==> config.mk <==
export PLATFORM = sky130hd
export DESIGN_NAME = neighbor_best_scan
export DESIGN_NICKNAME = d
export VERILOG_FILES = /design/src/rtl/neighbor_best_scan_pkg.sv /design/src/rtl/q_best_update.sv /design/src/rtl/neighbor_best_scan.sv
export SDC_FILE = /design/constraint.sdc
export NUM_CORES = 1
export LEC_CHECK = 0
export CAP_MARGIN = 20
export CORE_MARGIN = 10
export CORE_UTILIZATION = 44
export DETAILED_ROUTE_END_ITERATION = 8
export HOLD_SLACK_MARGIN = 0.03
export PLACE_DENSITY = 0.78
export SLEW_MARGIN = 20
export SYNTH_ARGS = -nofsm -noshare
export SYNTH_HDL_FRONTEND = slang
export SYNTH_SLANG_ARGS = --single-unit
==> constraint.sdc <==
create_clock -name clock -period 3.43 [get_ports clock]
set_clock_uncertainty 0.15 [all_clocks]
set_input_delay 0.686 -clock clock [delete_from_list [all_inputs] [get_ports clock]]
set_output_delay 0.686 -clock clock [all_outputs]
set_load 0.005 [all_outputs]
==> src/rtl/neighbor_best_scan_pkg.sv <==
// Shared constants for the neighbour Q-table scan and the policy stage that consumes it.
// Latency: n/a (constants only).
// Backpressure: n/a.
package neighbor_best_scan_pkg;

    localparam int QR_WORD_WIDTH   = 16;
    localparam int QR_ADDR_WIDTH   = 10;
    localparam int QR_MEM_DEPTH    = 1 << QR_ADDR_WIDTH;
    localparam int QR_ENTRY_STRIDE = 4;

    // Value reported as the winning ID when no entry was taken.
    localparam logic [QR_WORD_WIDTH-1:0] QR_NO_NEIGHBOR = 16'hFFFF;

    // Scan FSM encodings; kept as plain constants so the policy stage can share them.
    localparam logic [2:0] ST_IDLE   = 3'd0;
    localparam logic [2:0] ST_RD_ID  = 3'd1;
    localparam logic [2:0] ST_RD_VAL = 3'd2;
    localparam logic [2:0] ST_CMP    = 3'd3;
    localparam logic [2:0] ST_DONE   = 3'd4;

endpackage

==> src/rtl/q_best_update.sv <==
// Combinational decision: should a candidate entry replace the current best?
// Latency: 0 cycles (pure combinational). Optional macro: SCAN_SKIP_SELF_EN.
// Backpressure: none; caller decides when the result is used.
module q_best_update #(
    parameter int WORD_WIDTH = 16
) (
    input  logic [WORD_WIDTH-1:0] cand_id_i,
    input  logic [WORD_WIDTH-1:0] cand_val_i,
    input  logic [WORD_WIDTH-1:0] best_val_i,
    input  logic                  best_vld_i,
    input  logic [WORD_WIDTH-1:0] my_id_i,
    output logic                  take_new_o
);

    logic eligible;
    logic better;

`ifdef SCAN_SKIP_SELF_EN
    // Our own entry never wins, but it is still read so timing does not change.
    assign eligible = (cand_id_i != my_id_i);
`else
    logic unused_my_id;
    assign unused_my_id = ^my_id_i;
    assign eligible     = 1'b1;
`endif

    // Strict greater-than keeps the earlier entry on ties; first eligible entry always wins.
    assign better     = !best_vld_i || (cand_val_i > best_val_i);
    assign take_new_o = eligible && better;

endmodule

==> src/rtl/neighbor_best_scan.sv <==
// Scans the neighbour Q-table in memory and reports the neighbour with the largest Q-value.
// Latency: 3 cycles per entry; done pulses in cycle 3N+1 after start is sampled (cycle 1 if N=0).
// Backpressure: none; start while busy is ignored. Optional macro: SCAN_SKIP_SELF_EN.
module neighbor_best_scan #(
    parameter int WORD_WIDTH = neighbor_best_scan_pkg::QR_WORD_WIDTH,
    parameter int ADDR_WIDTH = neighbor_best_scan_pkg::QR_ADDR_WIDTH,
    parameter int STRIDE     = neighbor_best_scan_pkg::QR_ENTRY_STRIDE
) (
    input  logic                  clock,
    input  logic                  nreset,
    input  logic                  start,
    input  logic [ADDR_WIDTH-1:0] base_addr,
    input  logic [WORD_WIDTH-1:0] neighbor_count,
    input  logic [WORD_WIDTH-1:0] MY_NODE_ID,
    output logic                  mem_rd_en,
    output logic [ADDR_WIDTH-1:0] mem_addr,
    input  logic [WORD_WIDTH-1:0] mem_rdata,
    output logic                  busy,
    output logic                  done,
    output logic [WORD_WIDTH-1:0] bestvalue,
    output logic [WORD_WIDTH-1:0] bestneighborID
);

    import neighbor_best_scan_pkg::*;

    localparam logic [WORD_WIDTH-1:0] NONE    = {WORD_WIDTH{1'b1}};
    localparam logic [ADDR_WIDTH-1:0] STEP    = ADDR_WIDTH'(STRIDE);
    localparam logic [ADDR_WIDTH-1:0] VAL_OFS = ADDR_WIDTH'(WORD_WIDTH / 8);

    logic [2:0]            state_q, state_d;
    logic [ADDR_WIDTH-1:0] addr_q;
    logic [WORD_WIDTH-1:0] idx_q, n_q, cand_id_q;
    logic [WORD_WIDTH-1:0] best_val_q, best_id_q;
    logic                  best_vld_q;
    logic [WORD_WIDTH-1:0] idx_nxt;
    logic                  take_new;

    assign idx_nxt = idx_q + WORD_WIDTH'(1);

    // Value word arrives in CMP; the ID word was captured the cycle before.
    q_best_update #(
        .WORD_WIDTH (WORD_WIDTH)
    ) u_best_update (
        .cand_id_i  (cand_id_q),
        .cand_val_i (mem_rdata),
        .best_val_i (best_val_q),
        .best_vld_i (best_vld_q),
        .my_id_i    (MY_NODE_ID),
        .take_new_o (take_new)
    );

    // Next-state: ID read, value read, compare per entry; empty table goes straight to DONE.
    always_comb begin
        state_d = state_q;
        case (state_q)
            ST_IDLE:   if (start) state_d = (neighbor_count == '0) ? ST_DONE : ST_RD_ID;
            ST_RD_ID:  state_d = ST_RD_VAL;
            ST_RD_VAL: state_d = ST_CMP;
            ST_CMP:    state_d = (idx_nxt == n_q) ? ST_DONE : ST_RD_ID;
            ST_DONE:   state_d = ST_IDLE;
            default:   state_d = ST_IDLE;
        endcase
    end

    // State register; reset aborts any scan in flight.
    always_ff @(posedge clock or posedge nreset) begin
        if (nreset) state_q <= ST_IDLE;
        else        state_q <= state_d;
    end

    // Scan bookkeeping: table pointer, entry index, latched count and captured ID.
    always_ff @(posedge clock or posedge nreset) begin
        if (nreset) begin
            addr_q    <= '0;
            idx_q     <= '0;
            n_q       <= '0;
            cand_id_q <= '0;
        end else begin
            if (state_q == ST_IDLE && start) begin
                addr_q <= base_addr;
                idx_q  <= '0;
                n_q    <= neighbor_count;
            end
            if (state_q == ST_RD_VAL) cand_id_q <= mem_rdata;
            if (state_q == ST_CMP) begin
                idx_q  <= idx_nxt;
                addr_q <= addr_q + STEP;   // wraps modulo the address space
            end
        end
    end

    // Running best: cleared on an accepted start, updated only while comparing.
    always_ff @(posedge clock or posedge nreset) begin
        if (nreset) begin
            best_val_q <= '0;
            best_id_q  <= NONE;
            best_vld_q <= 1'b0;
        end else if (state_q == ST_IDLE && start) begin
            best_val_q <= '0;
            best_id_q  <= NONE;
            best_vld_q <= 1'b0;
        end else if (state_q == ST_CMP && take_new) begin
            best_val_q <= mem_rdata;
            best_id_q  <= cand_id_q;
            best_vld_q <= 1'b1;
        end
    end

    assign mem_rd_en      = (state_q == ST_RD_ID) || (state_q == ST_RD_VAL);
    assign mem_addr       = (state_q == ST_RD_ID)  ? addr_q :
                            (state_q == ST_RD_VAL) ? addr_q + VAL_OFS : '0;
    assign busy           = (state_q == ST_RD_ID) || (state_q == ST_RD_VAL) || (state_q == ST_CMP);
    assign done           = (state_q == ST_DONE);
    assign bestvalue      = best_val_q;
    assign bestneighborID = best_id_q;

endmodule

==> out/summary.txt, run 1 <==
slowest CP cell -> clkdlybuf4s50_1
CTS root buf -> clkbuf_16
Buf/Inv on CP -> 1
Vias/cell -> 5.59
DRC Markers -> 0
most common cell in the netlist -> nand2_1
worst path cell trace -> ha_2, and3_1, nand3_1, xor2_1, nand3b_1, a21oi_1, clkdlybuf4s50_1
logic gate share of total power -> 0.455
post-synthesis cell area -> 0.00514 mm²
WL/cell -> 17.2 µm
Pre-Repair DR Iteration Count -> 4
Top Ports -> 106
routed vias -> 4197
leak pwr -> 2.70 nW
total of max-cap violations -> 0
n_diodes -> 0
Die Span X -> 128 µm
Synth area leader -> dfrtp_1
Core Region -> 0.0114 mm²
Clk pwr share -> 0.169
sequential fraction of the synthesis area -> 0.462
later-pin clock latency in the skew report -> 0.34 ns
worst min path class -> reg2reg
GRT Residual Overflow -> 0
nets -> 683
period utilization -> 0.961
Site Rows -> 39
PD cells -> 857 mW/mm²
final core utilization -> 0.560
Area Overhead vs Synth -> 24.5%
Crit. End Element -> output port
syn_nets -> 606
Worst Path Max Fanout -> 6
Total Wirelength -> 12900 µm
fillers -> 984
Overall Global Routing Usage -> 0.157
maximum clock path buffer count -> 2
Max Used Layer -> met4
first-pass GRT wire length -> 21100 µm
Final min period -> 3.30 ns
Routed met2 length -> 6310 µm
outcome -> complete, no violations
IO buf count -> 89
Die Y -> 128 µm
share of cells above drive strength 1 -> 0.132
post-synthesis cell count -> 526
DRT met1 WL -> 5440 µm
family with the most delay on the worst path -> buffers and inverters
Seq pwr share -> 0.376
Pint -> 0.00342 W
Slew Viols, Final -> 0
RSZ-0062 raised after global routing -> no
most frequent cells after synthesis -> nand2_1 (87), dfrtp_1 (78), nor2_1 (34)
critical path required time -> 2.59 ns
unique cell type count in the Yosys netlist -> 58
register bit total from synthesis -> 94
CP Class -> reg2out
pin count of the biggest net entering global routing -> 95
Fin. Hold Viols -> 0
CTS buffer count -> 9
switching share of total power -> 0.376
routed wl met3 -> 992 µm
# setup viols final -> 0
Post-synth EDFFs -> 0
setup TNS -> 0 ns
R2R Setup Slk -> 0.73 ns
max incr delay on CP -> 0.56 ns
vias in the first global route -> 4320
synthesized area per cell -> 9.77 µm²
startpoint types -> flip-flop
RR Startpoint -> idx_q[0]$_DFFE_PP0P_
H-tree depth -> 3
worst rel slew slack -> 0.454
CP startpoint -> addr_q[3]$_DFFE_PP0P_
initial antenna violation count -> 0
top cell type's share of synthesized area -> 0.380
CP arrival -> 2.46 ns
ANT nets after route -> 0
DIE AREA -> 0.0164 mm²
CTS tree -> done
Starting Density -> 0.450
worst slew pin tran -> 0.819 ns
warnings from Yosys -> 0
initial drt markers -> 171
Num Clock Sinks -> 94
max frequency -> 303 MHz
ys flop type -> dfrtp_1
Hold Startpoint -> addr_q[0]$_DFFE_PP0P_
GP Congestion -> 0.813
ys async rst share -> 1.00
net switching power -> 0.00206 W
Peak supply drop -> 0.470 mV
Final HPWL DP -> 9120 µm
clock-pin slew on the worst setup and hold paths -> 0.07 ns
ranking of synthesized cells by area -> dfrtp_1 (38%), dfstp_2 (8.2%), nand2_1 (6.4%)
[worst paths after layout]
path / endpoint / depth (start not counted)
worst max-delay path: mem_addr[8] / 7
min in group asynchronous: cand_id_q[3]$_DFFE_PP0P_ / 3
worst min register to register: addr_q[0]$_DFFE_PP0P_ / 2
worst max register to register: state_q[2]$_DFFE_PP0P_ / 8
worst min-delay path: addr_q[0]$_DFFE_PP0P_ / 2
max in group asynchronous: addr_q[2]$_DFFE_PP0P_ / 3
[worst register-to-register path: cells and delay by family, from the launching register on]
family,cells,cell delay [ns]
flip-flops,1,0.51
AND/OR/NAND/NOR,4,0.81
AO/OA/AOI/OAI,3,0.77
adder cells (fa/ha/maj),1,0.34
[flip-flops by register name, summed over array words and instances (netlist names)]
signal	count
addr_q	10
bestvalue	16
cand_id_q	16
idx_q	16
bestneighborID	16
state_q	3
n_q	16
best_vld_q	1
[cell families after synthesis]
family | count (synthesis) | share of synthesized area
simple gates | 199 | 0.197
flops | 94 | 0.462
xor+xnor | 24 | 0.0409
fa+ha+maj | 19 | 0.0463
mux | 17 | 0.0370
compound gates | 121 | 0.164
buf+inv | 52 | 0.0526
[per-stage QoR]
step / area (µm²) / setup WS (ns) / instances / total power, W / hold slack [ns]
4_1_cts: 6390 / 0.110 / 751 / 0.00552 / 0.333
2_1_floorplan: 5140 / 0.172 / 526 / 0.00356 / 0.280
3_5_place_dp: 6110 / 0.0207 / 735 / 0.00457 / 0.318
6_report: 6390 / 0.133 / 751 / 0.00548 / 0.324
5_1_grt: 6390 / 0.0139 / 751 / 0.00590 / 0.354
3_3_place_gp: 6110 / 0.0422 / 735 / 0.00446 / 0.296
[power by group through the flow]
stage	clock network, W	registers (W)	logic [W]
2_1_floorplan	0	0.00192	0.00163
3_3_place_gp	0	0.00204	0.00242
3_5_place_dp	0	0.00206	0.00251
4_1_cts	0.000941	0.00205	0.00253
5_1_grt	0.000996	0.00212	0.00278
6_report	0.000926	0.00206	0.00249
[what timing repair did]
action,4_1_cts,5_1_grt
setup buffers,0,0
endpoints found under the setup margin,0,2
gates resized for setup,0,3
hold buffers,0,0
[routing by layer]
metal | GRT usage | vias to the layer above
li1 | - | 2021
met4 | 0.0503 | 0
met2 | 0.252 | 103
met3 | 0.0649 | 12
met1 | 0.187 | 2061
met5 | 0 | -
[cell usage in the layout (no fill, tap or decap), types with 4 or more instances in the layout]
| cell | instances |
|---|---|
| o31ai_1 | 5 |
| a21o_1 | 4 |
| xor2_1 | 8 |
| a221o_1 | 5 |
| clkdlybuf4s50_1 | 89 |
| ha_1 | 18 |
| and2_1 | 4 |
| a22oi_1 | 4 |
| nor2_1 | 34 |
| inv_1 | 17 |
| nor2b_1 | 4 |
| clkbuf_16 | 9 |
| a31oi_1 | 6 |
| o21ai_0 | 32 |
| buf_4 | 9 |
| dfrtp_1 | 76 |
| nor3_1 | 7 |
| nand3_1 | 9 |
| nand4_1 | 8 |
| nand2_1 | 87 |
| nor4_1 | 8 |
| o22a_1 | 16 |
| nand4b_1 | 4 |
| mux2_2 | 16 |
| a22o_1 | 19 |
| and3_1 | 6 |
| xnor2_1 | 16 |
| dfstp_2 | 16 |
| a21oi_1 | 19 |
[final cells by class]
cell class | count | area [µm²] | area share
Timing Repair Buffer | 100 | 998 | 0.156
Inverter | 18 | 68.8 | 0.0108
Sequential cell | 94 | 2370 | 0.371
Multi-Input combinational cell | 380 | 2500 | 0.391
Tap cell | 143 | 179 | 0.0280
Clock buffer | 9 | 225 | 0.0352
Clock inverter | 7 | 51.3 | 0.00802
(Power assumes the default switching activity.)
==> run 2, diff against run 1 <==
--- a/config.mk
+++ b/config.mk
@@ -11,7 +11,7 @@
 export DETAILED_ROUTE_END_ITERATION = 8
 export HOLD_SLACK_MARGIN = 0.03
 export PLACE_DENSITY = 0.78
-export SLEW_MARGIN = 20
+export SLEW_MARGIN = 15
 export SYNTH_ARGS = -nofsm -noshare
 export SYNTH_HDL_FRONTEND = slang
 export SYNTH_SLANG_ARGS = --single-unit
==> results of run 2 <==
Same layout as run 1: the final DEF is identical, and so are final timing and power.
==> run 3, diff against run 2 <==
--- a/config.mk
+++ b/config.mk
@@ -8,9 +8,10 @@
 export CAP_MARGIN = 20
 export CORE_MARGIN = 10
 export CORE_UTILIZATION = 44
+export CTS_CLUSTER_DIAMETER = 100
 export DETAILED_ROUTE_END_ITERATION = 8
 export HOLD_SLACK_MARGIN = 0.03
-export PLACE_DENSITY = 0.78
+export PLACE_DENSITY = 0.72
 export SLEW_MARGIN = 15
 export SYNTH_ARGS = -nofsm -noshare
 export SYNTH_HDL_FRONTEND = slang
==> out/summary.txt, run 3 (synthesis results as in run 1) <==
setup TNS -> 0 ns (unchanged)
Final HPWL DP -> 9560 µm (+4.9%)
CTS root buf -> clkbuf_16
share of cells above drive strength 1 -> 0.138 (+0.00686)
max frequency -> 307 MHz (+1.3%)
CTS tree -> done
Vias/cell -> 5.68 (+1.7%)
RSZ-0062 raised after global routing -> no
Peak supply drop -> 0.511 mV (+8.6%)
# setup viols final -> 0 (unchanged)
R2R Setup Slk -> 0.73 ns (about the same)
CP arrival -> 2.42 ns (-0.04 ns)
GRT Residual Overflow -> 0 (unchanged)
final core utilization -> 0.570 (+0.0102)
RR Startpoint -> idx_q[0]$_DFFE_PP0P_
Worst Slack Setup Final -> 0.176 ns (+0.0434 ns)
Num Clock Sinks -> 94 (unchanged)
Die Y -> 128 µm (unchanged)
Core Region -> 0.0114 mm² (unchanged)
PD cells -> 877 mW/mm² (+2.3%)
CTS buffer count -> 9 (unchanged)
period utilization -> 0.949 (-0.0127)
maximum clock path buffer count -> 2 (unchanged)
Total Wirelength -> 13400 µm (+3.6%)
worst min path class -> reg2reg
initial antenna violation count -> 0 (unchanged)
Hold Startpoint -> addr_q[0]$_DFFE_PP0P_
H-tree depth -> 3 (unchanged)
pin count of the biggest net entering global routing -> 56 (-41%)
routed vias -> 4301 (+2.5%)
smallest hold slack -> 0.321 ns (-0.00347 ns)
n_diodes -> 0 (unchanged)
CP startpoint -> addr_q[3]$_DFFE_PP0P_
initial drt markers -> 378 (+120%)
later-pin clock latency in the skew report -> 0.35 ns (about the same)
commonest non-fill, non-tap cell in the layout -> clkdlybuf4s50_1
max incr delay on CP -> 0.53 ns (-0.03 ns)
slowest CP cell -> clkdlybuf4s50_1
Site Rows -> 39 (unchanged)
Starting Density -> 0.450 (unchanged)
DRC Markers -> 0 (unchanged)
outcome -> complete, no violations
total power -> 0.00571 W (+4.2%)
Top Ports -> 106 (unchanged)
nets -> 689 (+0.88%)
Crit. End Element -> output port
CP Class -> reg2out
Slew Viols, Final -> 0 (unchanged)
total of max-cap violations -> 0 (unchanged)
DIE AREA -> 0.0164 mm² (unchanged)
Fin. Hold Viols -> 0 (unchanged)
worst path cell trace -> ha_2, and3_1, nand3_1, xor2_1, nand3b_1, a21oi_1, clkdlybuf4s50_1
Die Span X -> 128 µm (unchanged)
commonest cells after routing, fill and taps aside -> clkdlybuf4s50_1 (89), nand2_1 (87), dfrtp_1 (76)
Overall Global Routing Usage -> 0.169 (+0.0121)
Pre-Repair DR Iteration Count -> 4 (unchanged)
GP Congestion -> 0.844 (+3.8%)
Area Overhead vs Synth -> 26.7%
ANT nets after route -> 0 (unchanged)
IO buf count -> 89 (unchanged)
Final min period -> 3.25 ns (-0.0434 ns)
critical path required time -> 2.59 ns (about the same)
WL/cell -> 17.7 µm (+2.8%)
worst slew pin tran -> 0.781 ns (-0.0379 ns)
vias in the first global route -> 4554 (+5.4%)
clock-pin slew on the worst setup and hold paths -> 0.06 ns (about the same)
first-pass GRT wire length -> 22800 µm (+8.3%)
startpoint types -> flip-flop
leak pwr -> 2.76 nW (+2.3%)
dpl ws -> -0.0600 ns (-0.0807 ns)
Worst Path Max Fanout -> 6 (unchanged)
worst rel slew slack -> 0.479 (+0.0253)
## run 3: changes by cell type in the layout (fill, tap and decap cells not counted), sizes merged
cell      delta
buf          +6
bufinv       +2
clkbuf       +1
clkinv       -4
clkinvlp     -1
inv          +2
## run 3: metrics by stage
step,cell area [µm²],cells
floorplan,5140,526
global placement,6160,740
detailed placement,6160,740
CTS,6490,756
global route,6510,757
finish,6510,757
## run 3: layout make-up
class / count / area [µm²]
clock inverters: 6 / 93.8
inverters: 18 / 68.8
flip-flops and latches: 94 / 2370
repair buffers: 106 / 1070
multi-input cells: 380 / 2500
clock buffers: 10 / 229
fillers: 1005 / 4910
well taps: 143 / 179
## run 3: path summary, 6_finish.rpt
check                                           end  cells after the start
hold / removal                addr_q[0]$_DFFE_PP0P_                      2
max in group asynchronous     addr_q[2]$_DFFE_PP0P_                      4
min in group asynchronous  cand_id_q[3]$_DFFE_PP0P_                      2
hold reg to reg               addr_q[0]$_DFFE_PP0P_                      2
setup / recovery                        mem_addr[8]                      7
setup reg to reg             state_q[2]$_DFFE_PP0P_                      8
## run 3: what timing repair did
item / in CTS / in global routing
hold buffers: 0 / 0
endpoints found under the hold margin: 0 / 0
setup endpoints to repair: 0 / 2
buffers inserted: 0 / 0
resized for setup: 0 / 3
## run 3: per-layer routing
layer | vias to the layer above | wire, µm | GRT usage
li1 | 2030 | - | -
met2 | 111 | 6590 | 0.279
met1 | 2145 | 5730 | 0.207
met4 | 0 | 172 | 0.0470
met3 | 15 | 906 | 0.0546
met5 | - | 0 | 0
## run 3: worst max-delay path, delay by kind of cell (launching register included)
| kind | cells | cell delay, ns |
|---|---|---|
| buffers and inverters | 1 | 0.53 |
| AND/OR/NAND/NOR | 3 | 0.53 |
| flip-flops | 1 | 0.43 |
| AO/OA/AOI/OAI | 1 | 0.16 |
| XOR/XNOR | 1 | 0.17 |
| adder cells (fa/ha/maj) | 1 | 0.25 |
## run 3: report_power, final
| part | internal, W | switching [W] | total, W |
|---|---|---|---|
| logic | 0.00134 | 0.00121 | 0.00256 |
| registers | 0.00163 | 0.000435 | 0.00206 |
| clock network | 0.000646 | 0.000446 | 0.00109 |
| total | 0.00361 | 0.00210 | 0.00571 |
